$ cat src/rtl/seq_decoder_2to4.sv
// Registered 2-to-4 decoder with a one-entry pending word; Y follows an accept by one clock and holds HOLD_CYCLES clocks.
// Backpressure: in_ready is low while the pending register is full; V=0 words are dropped and counted (saturating).
module seq_decoder_2to4 #(
  parameter int HOLD_CYCLES = 4,
  parameter int CNT_W       = 3
) (
  input  logic       clk,
  input  logic       rst_n,
  input  logic       in_valid,
  output logic       in_ready,
  input  logic       A,
  input  logic       B,
  input  logic       V,
  output logic [3:0] Y,
  output logic       Y_valid,
  output logic [7:0] null_cnt
);

  typedef enum logic {
    S_IDLE = 1'b0,
    S_HOLD = 1'b1
  } state_t;

  localparam logic [CNT_W-1:0] L_CNT_LAST = CNT_W'(HOLD_CYCLES - 1);

  state_t           r_state, w_state_nxt;
  logic             r_pend_full, w_pend_full_nxt;
  logic [2:0]       r_pend, w_pend_nxt;       // {A,B,V}
  logic [3:0]       r_y, w_y_nxt;
  logic             r_y_valid, w_y_valid_nxt;
  logic [CNT_W-1:0] r_cnt, w_cnt_nxt;
  logic [7:0]       r_null_cnt, w_null_nxt;

  logic             w_accept;
  logic [3:0]       w_pend_dec;
  logic [7:0]       w_null_inc;

  assign in_ready   = ~r_pend_full;
  assign w_accept   = in_valid & ~r_pend_full;
  assign w_pend_dec = 4'b0001 << r_pend[2:1];
  assign w_null_inc = (r_null_cnt == 8'hFF) ? r_null_cnt : r_null_cnt + 8'd1;

  always_comb begin
    w_state_nxt     = r_state;
    w_pend_full_nxt = r_pend_full;
    w_pend_nxt      = r_pend;
    w_y_nxt         = r_y;
    w_y_valid_nxt   = r_y_valid;
    w_cnt_nxt       = r_cnt;
    w_null_nxt      = r_null_cnt;

    case (r_state)
      S_IDLE: begin
        if (r_pend_full) begin
          w_pend_full_nxt = 1'b0;
          if (r_pend[0]) begin
            w_y_nxt       = w_pend_dec;
            w_y_valid_nxt = 1'b1;
            w_cnt_nxt     = '0;
            w_state_nxt   = S_HOLD;
          end else begin
            w_null_nxt = w_null_inc;
          end
        end
      end
      S_HOLD: begin
        if (r_cnt < L_CNT_LAST) begin
          w_cnt_nxt = r_cnt + CNT_W'(1);
        end else if (r_pend_full && r_pend[0]) begin
          // Back-to-back pattern: reload without a Y_valid bubble.
          w_y_nxt         = w_pend_dec;
          w_cnt_nxt       = '0;
          w_pend_full_nxt = 1'b0;
        end else begin
          if (r_pend_full) begin
            w_pend_full_nxt = 1'b0;
            w_null_nxt      = w_null_inc;
          end
          w_y_nxt       = 4'b0000;
          w_y_valid_nxt = 1'b0;
          w_state_nxt   = S_IDLE;
        end
      end
      default: begin
        w_state_nxt = S_IDLE;
      end
    endcase

    // Accept and drain never coincide: accept needs the pending slot empty.
    if (w_accept) begin
      w_pend_nxt      = {A, B, V};
      w_pend_full_nxt = 1'b1;
    end
  end

  always_ff @(posedge clk or negedge rst_n) begin
    if (!rst_n) begin
      r_state     <= S_IDLE;
      r_pend_full <= 1'b0;
      r_pend      <= 3'b000;
      r_y         <= 4'b0000;
      r_y_valid   <= 1'b0;
      r_cnt       <= '0;
      r_null_cnt  <= 8'd0;
    end else begin
      r_state     <= w_state_nxt;
      r_pend_full <= w_pend_full_nxt;
      r_pend      <= w_pend_nxt;
      r_y         <= w_y_nxt;
      r_y_valid   <= w_y_valid_nxt;
      r_cnt       <= w_cnt_nxt;
      r_null_cnt  <= w_null_nxt;
    end
  end

  assign Y        = r_y;
  assign Y_valid  = r_y_valid;
  assign null_cnt = r_null_cnt;

endmodule

$ cat config.mk
export PLATFORM = sky130hd
export DESIGN_NAME = seq_decoder_2to4
export DESIGN_NICKNAME = d
export VERILOG_FILES = /design/src/rtl/seq_decoder_2to4.sv
export SDC_FILE = /design/constraint.sdc
export NUM_CORES = 1
export LEC_CHECK = 0
export CAP_MARGIN = 10
export CORE_MARGIN = 4
export CORE_UTILIZATION = 44
export CTS_CLUSTER_DIAMETER = 60
export CTS_CLUSTER_SIZE = 8
export DETAILED_ROUTE_END_ITERATION = 8
export PLACE_DENSITY = 0.73
export SKIP_CTS_REPAIR_TIMING = 1
export SYNTH_ARGS = -nofsm -noshare
export SYNTH_HDL_FRONTEND = slang
export SYNTH_SLANG_ARGS = --single-unit
$ cat constraint.sdc
create_clock -name clk -period 1.5 [get_ports clk]
set_clock_uncertainty 0.1 [all_clocks]
set_input_delay 0.3 -clock clk [delete_from_list [all_inputs] [get_ports clk]]
set_output_delay 0.3 -clock clk [all_outputs]
set_load 0.03 [all_outputs]
Word-level counts from Yosys, hierarchy flattened
Index checks and enable logic that the tools add are counted.
{"block": "classes", "n_lt_le_gt_ge": 1, "bitwise_logic": 3, "n_reduce_logical": 5, "shifts": 1, "muxes": 30, "n_eq_ne": 9, "addsub": 2}
{"op": "2-to-1 mux 8 bit", "n": 6}
{"op": "2-to-1 mux 4 bit", "n": 4}
{"op": "one-hot mux 8 bit (2 select lines)", "n": 1}
{"op": "2-to-1 mux 3 bit", "n": 4}
{"op": "2-to-1 mux 1 bit", "n": 10}
{"op": "inequality test 2 bit, second input constant", "n": 5}
{"op": "adder 8 x 1 -> 8 bit, second input constant", "n": 1}
{"op": "== test 8 bit, second input constant", "n": 1}
{"op": "one-hot mux 4 bit (2 select lines)", "n": 1}
{"op": "one-hot mux 1 bit (2 select lines)", "n": 3}
{"op": "one-hot mux 3 bit (2 select lines)", "n": 1}
{"op": "AND reduction 3 bit", "n": 2}
{"op": "AND reduction 5 bit", "n": 1}
{"op": "AND reduction 4 bit", "n": 1}
{"op": "left shift 1 x 2 -> 4 bit, first input constant", "n": 1}
{"op": "adder 3 x 1 -> 3 bit, second input constant", "n": 1}
{"op": "less-than comparator 3 x 2 -> 1 bit, second input constant", "n": 1}
{"op": "inequality test 3 x 1 -> 1 bit, second input constant", "n": 1}
{"op": "inequality test 3 bit, second input constant", "n": 1}
{"op": "inequality test 2 x 1 -> 1 bit, second input constant", "n": 1}
{"op": "inverter 1 bit", "n": 2}
{"op": "bitwise AND 1 bit", "n": 1}
{"op": "logical AND 1 bit", "n": 1}
{"block": "totals", "wordCells": 58, "inputBits": 6, "regBits": 21, "output_inout_bits": 14}

Longest topological paths before layout
Gate-level depths: netlist of the first run.
{"block": "depth", "word_depth": 6, "mapped_depth": 5, "depth_no_buf": 5}

Worst setup path after synthesis of the first run
Ideal clock, no wire load.
{"block": "synth_path", "kind": "reg2reg", "start": "reg r_null_cnt[0] (netlist: null_cnt[0])", "end": "reg r_null_cnt[1] (netlist: null_cnt[1])", "period_less_slack_ps": 1752, "t_arrival_ps": 1527, "required_ps": 1275, "setup_ps": 125, "stages_incl_launch_ff": 6, "slack_ps": -252, "n_path_buf": 0, "cell_sequence": "dfrtp_1 > ha_1 > nand4_1 > nor2_1 > nor2_1 > mux2_2"}
{"block": "synth_via", "elab_chain_cells": 6, "elab_cells_between_ends": 9, "cone_classes": "1 x add/sub; 1 x eq/ne; 7 x mux"}
{"item": "from (decl)", "line_no": "32", "text": "logic [7:0] r_null_cnt, w_null_nxt;"}
{"item": "from (signal assigned)", "line_no": "112", "text": "r_null_cnt <= w_null_nxt;"}
{"item": "adder 8 x 1 -> 8 bit or == test 8 bit (tied branches)", "line_no": "41", "text": "assign w_null_inc = (r_null_cnt == 8'hFF) ? r_null_cnt : r_null_cnt + 8'd1;"}
{"item": "2-to-1 mux 8 bit (*)", "line_no": "41"}
{"item": "2-to-1 mux 8 bit", "line_no": "75", "text": "if (r_pend_full) begin"}
{"item": "2-to-1 mux 8 bit", "line_no": "69", "text": "end else if (r_pend_full && r_pend[0]) begin"}
{"item": "2-to-1 mux 8 bit", "line_no": "67", "text": "if (r_cnt < L_CNT_LAST) begin"}
{"item": "one-hot mux 8 bit (2 select lines) (*)", "line_no": "52", "text": "case (r_state)"}
Every way passes the cells marked *; elsewhere a longest branch is shown, timed or not. The select of a mux whose other input is x is not followed.
A chain may end at the register's enable or synchronous reset.

Worst setup path in the final report of the first run
{"block": "layout_path", "start": "reg r_state", "end": "reg r_null_cnt[4] (netlist: null_cnt[4])"}
{"block": "layout_via", "elab_chain_cells": 3, "elab_cells_between_ends": 8, "cone_classes": "5 x eq/ne; 1 x mux; 1 x bitwise; 1 x reduce/logical"}
{"item": "from (decl)", "line_no": "26", "text": "state_t r_state, w_state_nxt;"}
{"item": "from (signal assigned)", "line_no": "106", "text": "r_state <= w_state_nxt;"}
{"item": "inverter 1 bit"}
{"item": "inequality test 2 bit (no source line)"}
{"item": "AND reduction 5 bit (no source line)"}
Parallel ways exist; a longest one is shown, timed or not.

==> results of run 1 <==
## kinds of logic after synthesis
logic type | count (synthesis) | synth area share [%]
flops | 21 | 55.19
compound gates | 18 | 14.06
simple gates | 29 | 17.35
xor+xnor | 4 | 3.679
buf+inv | 3 | 1.183
mux | 5 | 5.913
fa+ha+maj | 2 | 2.628
## state kept, by name, indices dropped and copies added (netlist names)
register	count
r_pend_full	1
r_pend	3
r_cnt	3
null_cnt	8
Y	4
Y_valid	1
r_state	1
## routing by layer
layer / vias up / global-route usage [%] / wire length [um]
li1: 380 / - / -
met1: 380 / 17.73 / 840
met2: 12 / 28.88 / 1035
met3: 3 / 5.177 / 91
met4: 0 / 3.734 / 10
met5: - / 0 / 0
## worst max path at each step
stage	startpoint	end	slack, ps	depth (start not counted)
after floorplan	null_cnt[0]	null_cnt[1]	-60	5
after global placement	in_valid	r_pend[0]	-10	3
after detailed placement	in_valid	r_pend[1]	-50	3
after CTS	Y[0]	Y[0]	-270	1
after global routing	r_state	null_cnt[4]	-80	4
final	r_state	null_cnt[4]	-40	4
## cell usage after synthesis
cell type,instances
sky130_fd_sc_hd__nor3b_1,1
sky130_fd_sc_hd__a41oi_1,1
sky130_fd_sc_hd__nand2_1,8
sky130_fd_sc_hd__nor2_1,5
sky130_fd_sc_hd__a21o_1,1
sky130_fd_sc_hd__and2_1,1
sky130_fd_sc_hd__or2_2,1
sky130_fd_sc_hd__a32o_1,2
sky130_fd_sc_hd__nand4_1,2
sky130_fd_sc_hd__o211ai_1,1
sky130_fd_sc_hd__mux2_2,5
sky130_fd_sc_hd__nor2b_1,1
sky130_fd_sc_hd__nor2b_4,1
sky130_fd_sc_hd__a211o_1,1
sky130_fd_sc_hd__o21ai_0,4
sky130_fd_sc_hd__nand2b_4,1
sky130_fd_sc_hd__a211oi_1,1
sky130_fd_sc_hd__a31oi_1,1
sky130_fd_sc_hd__xor2_1,4
sky130_fd_sc_hd__a22o_1,3
sky130_fd_sc_hd__a21oi_1,1
sky130_fd_sc_hd__inv_1,3
sky130_fd_sc_hd__a2bb2oi_1,1
sky130_fd_sc_hd__nand3_1,4
sky130_fd_sc_hd__o21bai_1,1
sky130_fd_sc_hd__nor3_1,2
sky130_fd_sc_hd__nor4_2,1
sky130_fd_sc_hd__ha_1,2
sky130_fd_sc_hd__dfrtp_1,21
sky130_fd_sc_hd__and2b_1,1
## stage by stage
step | utilization, % | hold WS, ps | setup slack (ps)
after detailed placement | 64.50 | 384.4 | -48.95
after CTS | 65.81 | 248.5 | -270.0
after floorplan | - | -95.59 | -60.74
after global placement | 64.50 | 382.5 | -12.36
after global routing | 67.88 | 264.2 | -79.34
final | 67.88 | 240.3 | -42.80
## power groups by stage
stage / sequential, mW / combinational, mW / clock (mW)
2_1_floorplan: 1.28 / 0.576 / 0
3_3_place_gp: 0.974 / 1.50 / 0
3_5_place_dp: 0.990 / 1.53 / 0
4_1_cts: 0.978 / 1.54 / 0.280
5_1_grt: 1.01 / 1.70 / 0.299
6_report: 0.978 / 1.57 / 0.270
## layout by cell type (no fill, tap or decap), types with 3 or more instances in the layout
| cell | count |
|---|---|
| sky130_fd_sc_hd__nand2_1 | 8 |
| sky130_fd_sc_hd__a22o_1 | 3 |
| sky130_fd_sc_hd__clkdlybuf4s50_1 | 5 |
| sky130_fd_sc_hd__dfrtp_1 | 19 |
| sky130_fd_sc_hd__dlymetal6s2s_1 | 7 |
| sky130_fd_sc_hd__xor2_1 | 4 |
| sky130_fd_sc_hd__clkbuf_4 | 3 |
| sky130_fd_sc_hd__nand3_1 | 4 |
| sky130_fd_sc_hd__mux2_2 | 5 |
| sky130_fd_sc_hd__o21ai_0 | 4 |
| sky130_fd_sc_hd__buf_4 | 21 |
## cell type report
type / count / area (um2) / area share, %
clock buffers: 4 / 26.28 / 1.934
multi-input cells: 58 / 452.9 / 33.33
well taps: 27 / 33.78 / 2.486
flip-flops and latches: 21 / 528.0 / 38.86
inverters: 3 / 11.26 / 0.8287
repair buffers: 34 / 306.5 / 22.56
## worst max-delay path, delay by kind of cell, from the launching register on
kind,cells,cell delay (ps)
flip-flops,1,390
multiplexers,1,330
AO/OA/AOI/OAI,1,360
AND/OR/NAND/NOR,2,250
==> results.rst, run 1 <==
.. list-table::
   :header-rows: 1

   * - Metric
     - Value
   * - Slowest stage delay, CP
     - 390 ps
   * - Later-pin clock latency in the skew report
     - 310 ps
   * - Leakage dissipation
     - 0.7377 nW
   * - Clock tree root driver cell
     - sky130_fd_sc_hd__clkbuf_4
   * - Number of antenna diodes
     - 0
   * - Final cycle utilization of the critical path
     - 102.9%
   * - Initial antenna violation count
     - 0
   * - Vias in the first global route
     - 777
   * - Share of the synthesized area in the top cell type
     - 55.19%
   * - Final nets
     - between 100 and 150
   * - Top cell type by total area after synthesis
     - sky130_fd_sc_hd__dfrtp_1
   * - Final-report hold violation count
     - 0
   * - End of the worst register-to-register path
     - null_cnt[4]
   * - Final instance area
     - 1359 um2
   * - H-tree Lvls
     - 1
   * - Residual DRC count
     - 0
   * - Synthesis-to-layout area growth
     - 42.71%
   * - Register-to-Register Setup Slack
     - -40 ps
   * - Post-placement cell area
     - 1291 um2
   * - Power spent charging and discharging nets
     - 1.175 mW
   * - Clock Pin Slew Worst Setup and Hold Paths
     - 110 ps
   * - Row count
     - 16
   * - Maximum buffer depth of the clock tree
     - 2
   * - Minimum setup slack in the final design
     - -42.80 ps
   * - Number of distinct library cells after synthesis
     - 30
   * - Worst hold path type
     - primary input to asynchronous set/reset pin
   * - Max Freq
     - 648.2 MHz
   * - Remaining number of nets flagged by the antenna check after routing
     - 0
   * - FF+latch count, synth
     - 21
   * - Post-layout instance count excluding filler cells
     - ~150
   * - Unrepaired setup endpoints after global routing
     - true
   * - Number of cells produced by synthesis
     - 82
   * - Avg Cell Area, Syn
     - 11.61 um2
   * - CTS tree
     - built
   * - Core Region
     - between 2000 and 2500 um2
   * - Routed wire length
     - 1.979 mm
   * - Gp weighted congestion
     - 0.7917
   * - Final setup violation count
     - 2
   * - Peak supply drop
     - 0.001341 V
   * - Violations in the final reports
     - setup timing
   * - Type of element launching the critical path
     - flop
   * - Part of the power in the clock network
     - 9.6%
   * - Comb power frac
     - 55.7%
   * - Worst setup EP type
     - flop
   * - Relative slew slack
     - 78.32%
   * - Number of buffers added on ports
     - 19
   * - Syn_nets
     - 90
   * - Fraction of layout instances using a drive strength above 1
     - 35.83%
   * - Slowest library cell on the worst path
     - sky130_fd_sc_hd__dfrtp_1
   * - Source of the worst register-to-register timing path
     - r_state
   * - Max-capacitance violation count
     - 0
   * - First-pass GRT wire length
     - ~3.3 mm
   * - Sequential group share of total power
     - 34.7%
   * - Top cells by area, synth
     - sky130_fd_sc_hd__dfrtp_1 55%, sky130_fd_sc_hd__mux2_2 5.9%, sky130_fd_sc_hd__xor2_1 3.7%
   * - Num Clock Sinks
     - 21
   * - Y dimension of the die
     - ~55 um
   * - Worst path required time
     - between 1500 and 2000 ps
   * - Cell count after placement
     - ~140
   * - Final slew viol count
     - 0
   * - Global-route usage over all layers
     - 15.87%
   * - Switching share of total power
     - 41.67%
   * - Total power after layout
     - roughly 2.8 mW
   * - Worst Path Max Fanout
     - 5
   * - Vias
     - 775
   * - Number of warning messages in the yosys log
     - 0
   * - TNS Setup
     - -68.91 ps
   * - HPWL after DPL
     - around 1.6 mm
   * - Drt via density
     - roughly 5.3
   * - R2R depth
     - 4
   * - Number of CTS-inserted buffers
     - 3
   * - Post-Synthesis Cell Area
     - 952.2 um2
   * - Avg WL per Cell
     - between 10 and 15 um
   * - Tmin final
     - 1543 ps
   * - Number of fillers in the final layout
     - 162
   * - Largest net degree at the start of global routing
     - 22
   * - Kind of critical path
     - flop to flop
   * - I/O pin count
     - 20
   * - Full die area
     - 2972 um2
   * - Critical Path, Cell by Cell
     - nor2b_4 > a211o_4 > nor2_2 > mux2_2
   * - Overflow left after global routing
     - 0
   * - Ratio of total power to cell area
     - 2075 nW/um2
   * - Sequential element share of the synthesized area
     - 55.19%
   * - Actual transition at the worst max-transition pin
     - 324.5 ps
   * - Status
     - finished with violations
   * - Internal power component
     - 1.645 mW
   * - First-pass iteration count of the detailed router
     - 4
   * - Critical path data arrival time
     - 1640 ps
   * - First-iteration detailed-routing DRC count
     - 10
   * - Effective utilization at floorplan
     - 47.56%
   * - Horizontal die dimension
     - 54.52 um
(Power assumes the default switching activity.)
==> run 2: changes to the inputs <==
--- a/config.mk
+++ b/config.mk
@@ -16,3 +16,4 @@
 export SYNTH_ARGS = -nofsm -noshare
 export SYNTH_HDL_FRONTEND = slang
 export SYNTH_SLANG_ARGS = --single-unit
+export TNS_END_PERCENT = 5
==> results.rst, run 2 (synthesis results as in run 1) <==
.. list-table::
   :header-rows: 1

   * - Metric
     - Value
   * - Status
     - finished with violations
   * - Violations in the final reports
     - setup timing
   * - Largest net degree at the start of global routing
     - 22
   * - Drt via density
     - 5.189
   * - Slowest library cell on the worst path
     - sky130_fd_sc_hd__dfrtp_1
   * - Overflow left after global routing
     - 0
   * - First-iteration detailed-routing DRC count
     - 8
   * - Initial antenna violation count
     - 0
   * - Worst slack on hold paths
     - between 200 and 250 ps
   * - Effective utilization at floorplan
     - 47.56%
   * - Worst Path Max Fanout
     - 5
   * - Number of antenna diodes
     - 0
   * - Max-capacitance violation count
     - 0
   * - Slowest stage delay, CP
     - 400 ps
   * - R2R depth
     - 4
   * - Commonest non-fill, non-tap cells in the layout
     - 21 x sky130_fd_sc_hd__buf_4, 19 x sky130_fd_sc_hd__dfrtp_1, 8 x sky130_fd_sc_hd__nand2_1, 8 x sky130_fd_sc_hd__dlymetal6s2s_1
   * - Synthesis-to-layout area growth
     - 43.76%
   * - Tmin final
     - 1542 ps
   * - Number of CTS-inserted buffers
     - 3
   * - Horizontal die dimension
     - 54.52 um
   * - Global-route usage over all layers
     - roughly 16%
   * - First-pass iteration count of the detailed router
     - 5
   * - Final core utilization
     - 68.38%
   * - Most common cell after layout, fill and taps aside
     - sky130_fd_sc_hd__buf_4
   * - Vias in the first global route
     - 782
   * - Ratio of total power to cell area
     - 2047 nW/um2
   * - Final-report hold violation count
     - 0
   * - Clock Pin Slew Worst Setup and Hold Paths
     - 120 ps
   * - Peak supply drop
     - 0.001121 V
   * - Number of buffers added on ports
     - 19
   * - Unrepaired setup endpoints after global routing
     - true
   * - Max Freq
     - 648.5 MHz
   * - Routed wire length
     - 1.902 mm
   * - Final cycle utilization of the critical path
     - 102.8%
   * - Vias
     - 768
   * - HPWL after DPL
     - 1.420 mm
   * - Final slew viol count
     - 0
   * - Worst setup EP type
     - flop
   * - Later-pin clock latency in the skew report
     - around 300 ps
   * - CTS tree
     - built
   * - Number of fillers in the final layout
     - ~170
   * - Maximum buffer depth of the clock tree
     - 2
   * - Clock tree root driver cell
     - sky130_fd_sc_hd__clkbuf_4
   * - End of the worst register-to-register path
     - null_cnt[4]
   * - Flip-flop count of the largest register after layout
     - 8
   * - Final setup violation count
     - 2
   * - Core Region
     - 2002 um2
   * - Row count
     - 16
   * - Kind of critical path
     - flop to flop
   * - I/O pin count
     - 20
   * - Relative slew slack
     - 78.34%
   * - Full die area
     - 2972 um2
   * - Actual transition at the worst max-transition pin
     - 324.4 ps
   * - Cell count after placement
     - 144
   * - Register-to-Register Setup Slack
     - -40 ps
   * - Y dimension of the die
     - 54.52 um
   * - First-pass GRT wire length
     - approximately 3.4 mm
   * - Post-layout instance count excluding filler cells
     - ~150
   * - Type of element launching the critical path
     - flop
   * - Fraction of layout instances using a drive strength above 1
     - 34.71%
   * - Final nets
     - 130
   * - Num Clock Sinks
     - 21
   * - Worst hold path type
     - primary input to asynchronous set/reset pin
   * - Worst path required time
     - 1600 ps
   * - Source of the worst register-to-register timing path
     - r_state
   * - Minimum setup slack in the final design
     - -42.08 ps
   * - Avg WL per Cell
     - between 10 and 15 um
   * - Critical Path, Cell by Cell
     - nor2b_4 > a211o_4 > nor2_1 > mux2_2
   * - Gp weighted congestion
     - 0.8011
   * - Leakage dissipation
     - roughly 0.76 nW
   * - Remaining number of nets flagged by the antenna check after routing
     - 0
   * - Residual DRC count
     - 0
   * - Critical path data arrival time
     - around 1600 ps
   * - H-tree Lvls
     - 1
==> run 2: cell count changes in the layout (fill, tap and decap cells not counted) <==
cell / delta
sky130_fd_sc_hd__dlymetal6s2s_1: +1
sky130_fd_sc_hd__nor2_1: +1
sky130_fd_sc_hd__nor2_2: -1
==> run 2: power by group <==
| group | internal, mW | total [mW] | leakage, nW | switching (mW) |
|---|---|---|---|---|
| Clock | 0.104 | 0.271 | 0.0150 | 0.167 |
| Sequential | 0.801 | 0.980 | 0.267 | 0.180 |
| Combinational | 0.743 | 1.55 | 0.477 | 0.808 |
| Total | 1.65 | 2.80 | 0.760 | 1.16 |
==> run 2: per-stage QoR <==
stage / area, um2 / power, mW / setup TNS (ps) / setup slack [ps]
6_report: 1369 / 2.802 / -73.57 / -42.08
5_1_grt: 1369 / 3.014 / -342.8 / -83.83
4_1_cts: 1328 / 2.791 / -2093 / -270.8
3_5_place_dp: 1301 / 2.515 / -75.47 / -25.83
3_3_place_gp: 1301 / 2.469 / 0 / 6.825
2_1_floorplan: 972.2 / 1.853 / -87.89 / -60.74
==> run 2: final cells by class <==
type	instances	area, um2	area share [%]
Sequential cell	21	528.0	38.57
Multi-Input combinational cell	58	450.4	32.91
Timing Repair Buffer	35	319.1	23.31
Tap cell	27	33.78	2.468
Clock buffer	4	26.28	1.920
Inverter	3	11.26	0.8227
==> run 2: worst max path at each step <==
| stage | from | to | slack [ps] |
|---|---|---|---|
| 3_5_place_dp | in_valid | r_pend[0] | -30 |
| 4_1_cts | Y_valid | Y_valid | -270 |
| 6_report | r_state | null_cnt[4] | -40 |
| 2_1_floorplan | null_cnt[0] | null_cnt[1] | -60 |
| 3_3_place_gp | r_state | null_cnt[4] | 7 |
| 5_1_grt | r_state | null_cnt[5] | -80 |
==> run 2: per-layer routing <==
layer	vias to the layer above	track usage (%)	wire, um
met3	2	3.270	70
met4	0	6.224	8
li1	375	-	-
met2	18	23.90	900
met5	-	0	0
met1	373	21.93	923
==> run 2: worst max-delay path, delay by kind of cell, from the launching register on <==
family	cells	cell delay (ps)
mux	1	340
simple gates	2	260
flops	1	400
compound gates	1	350
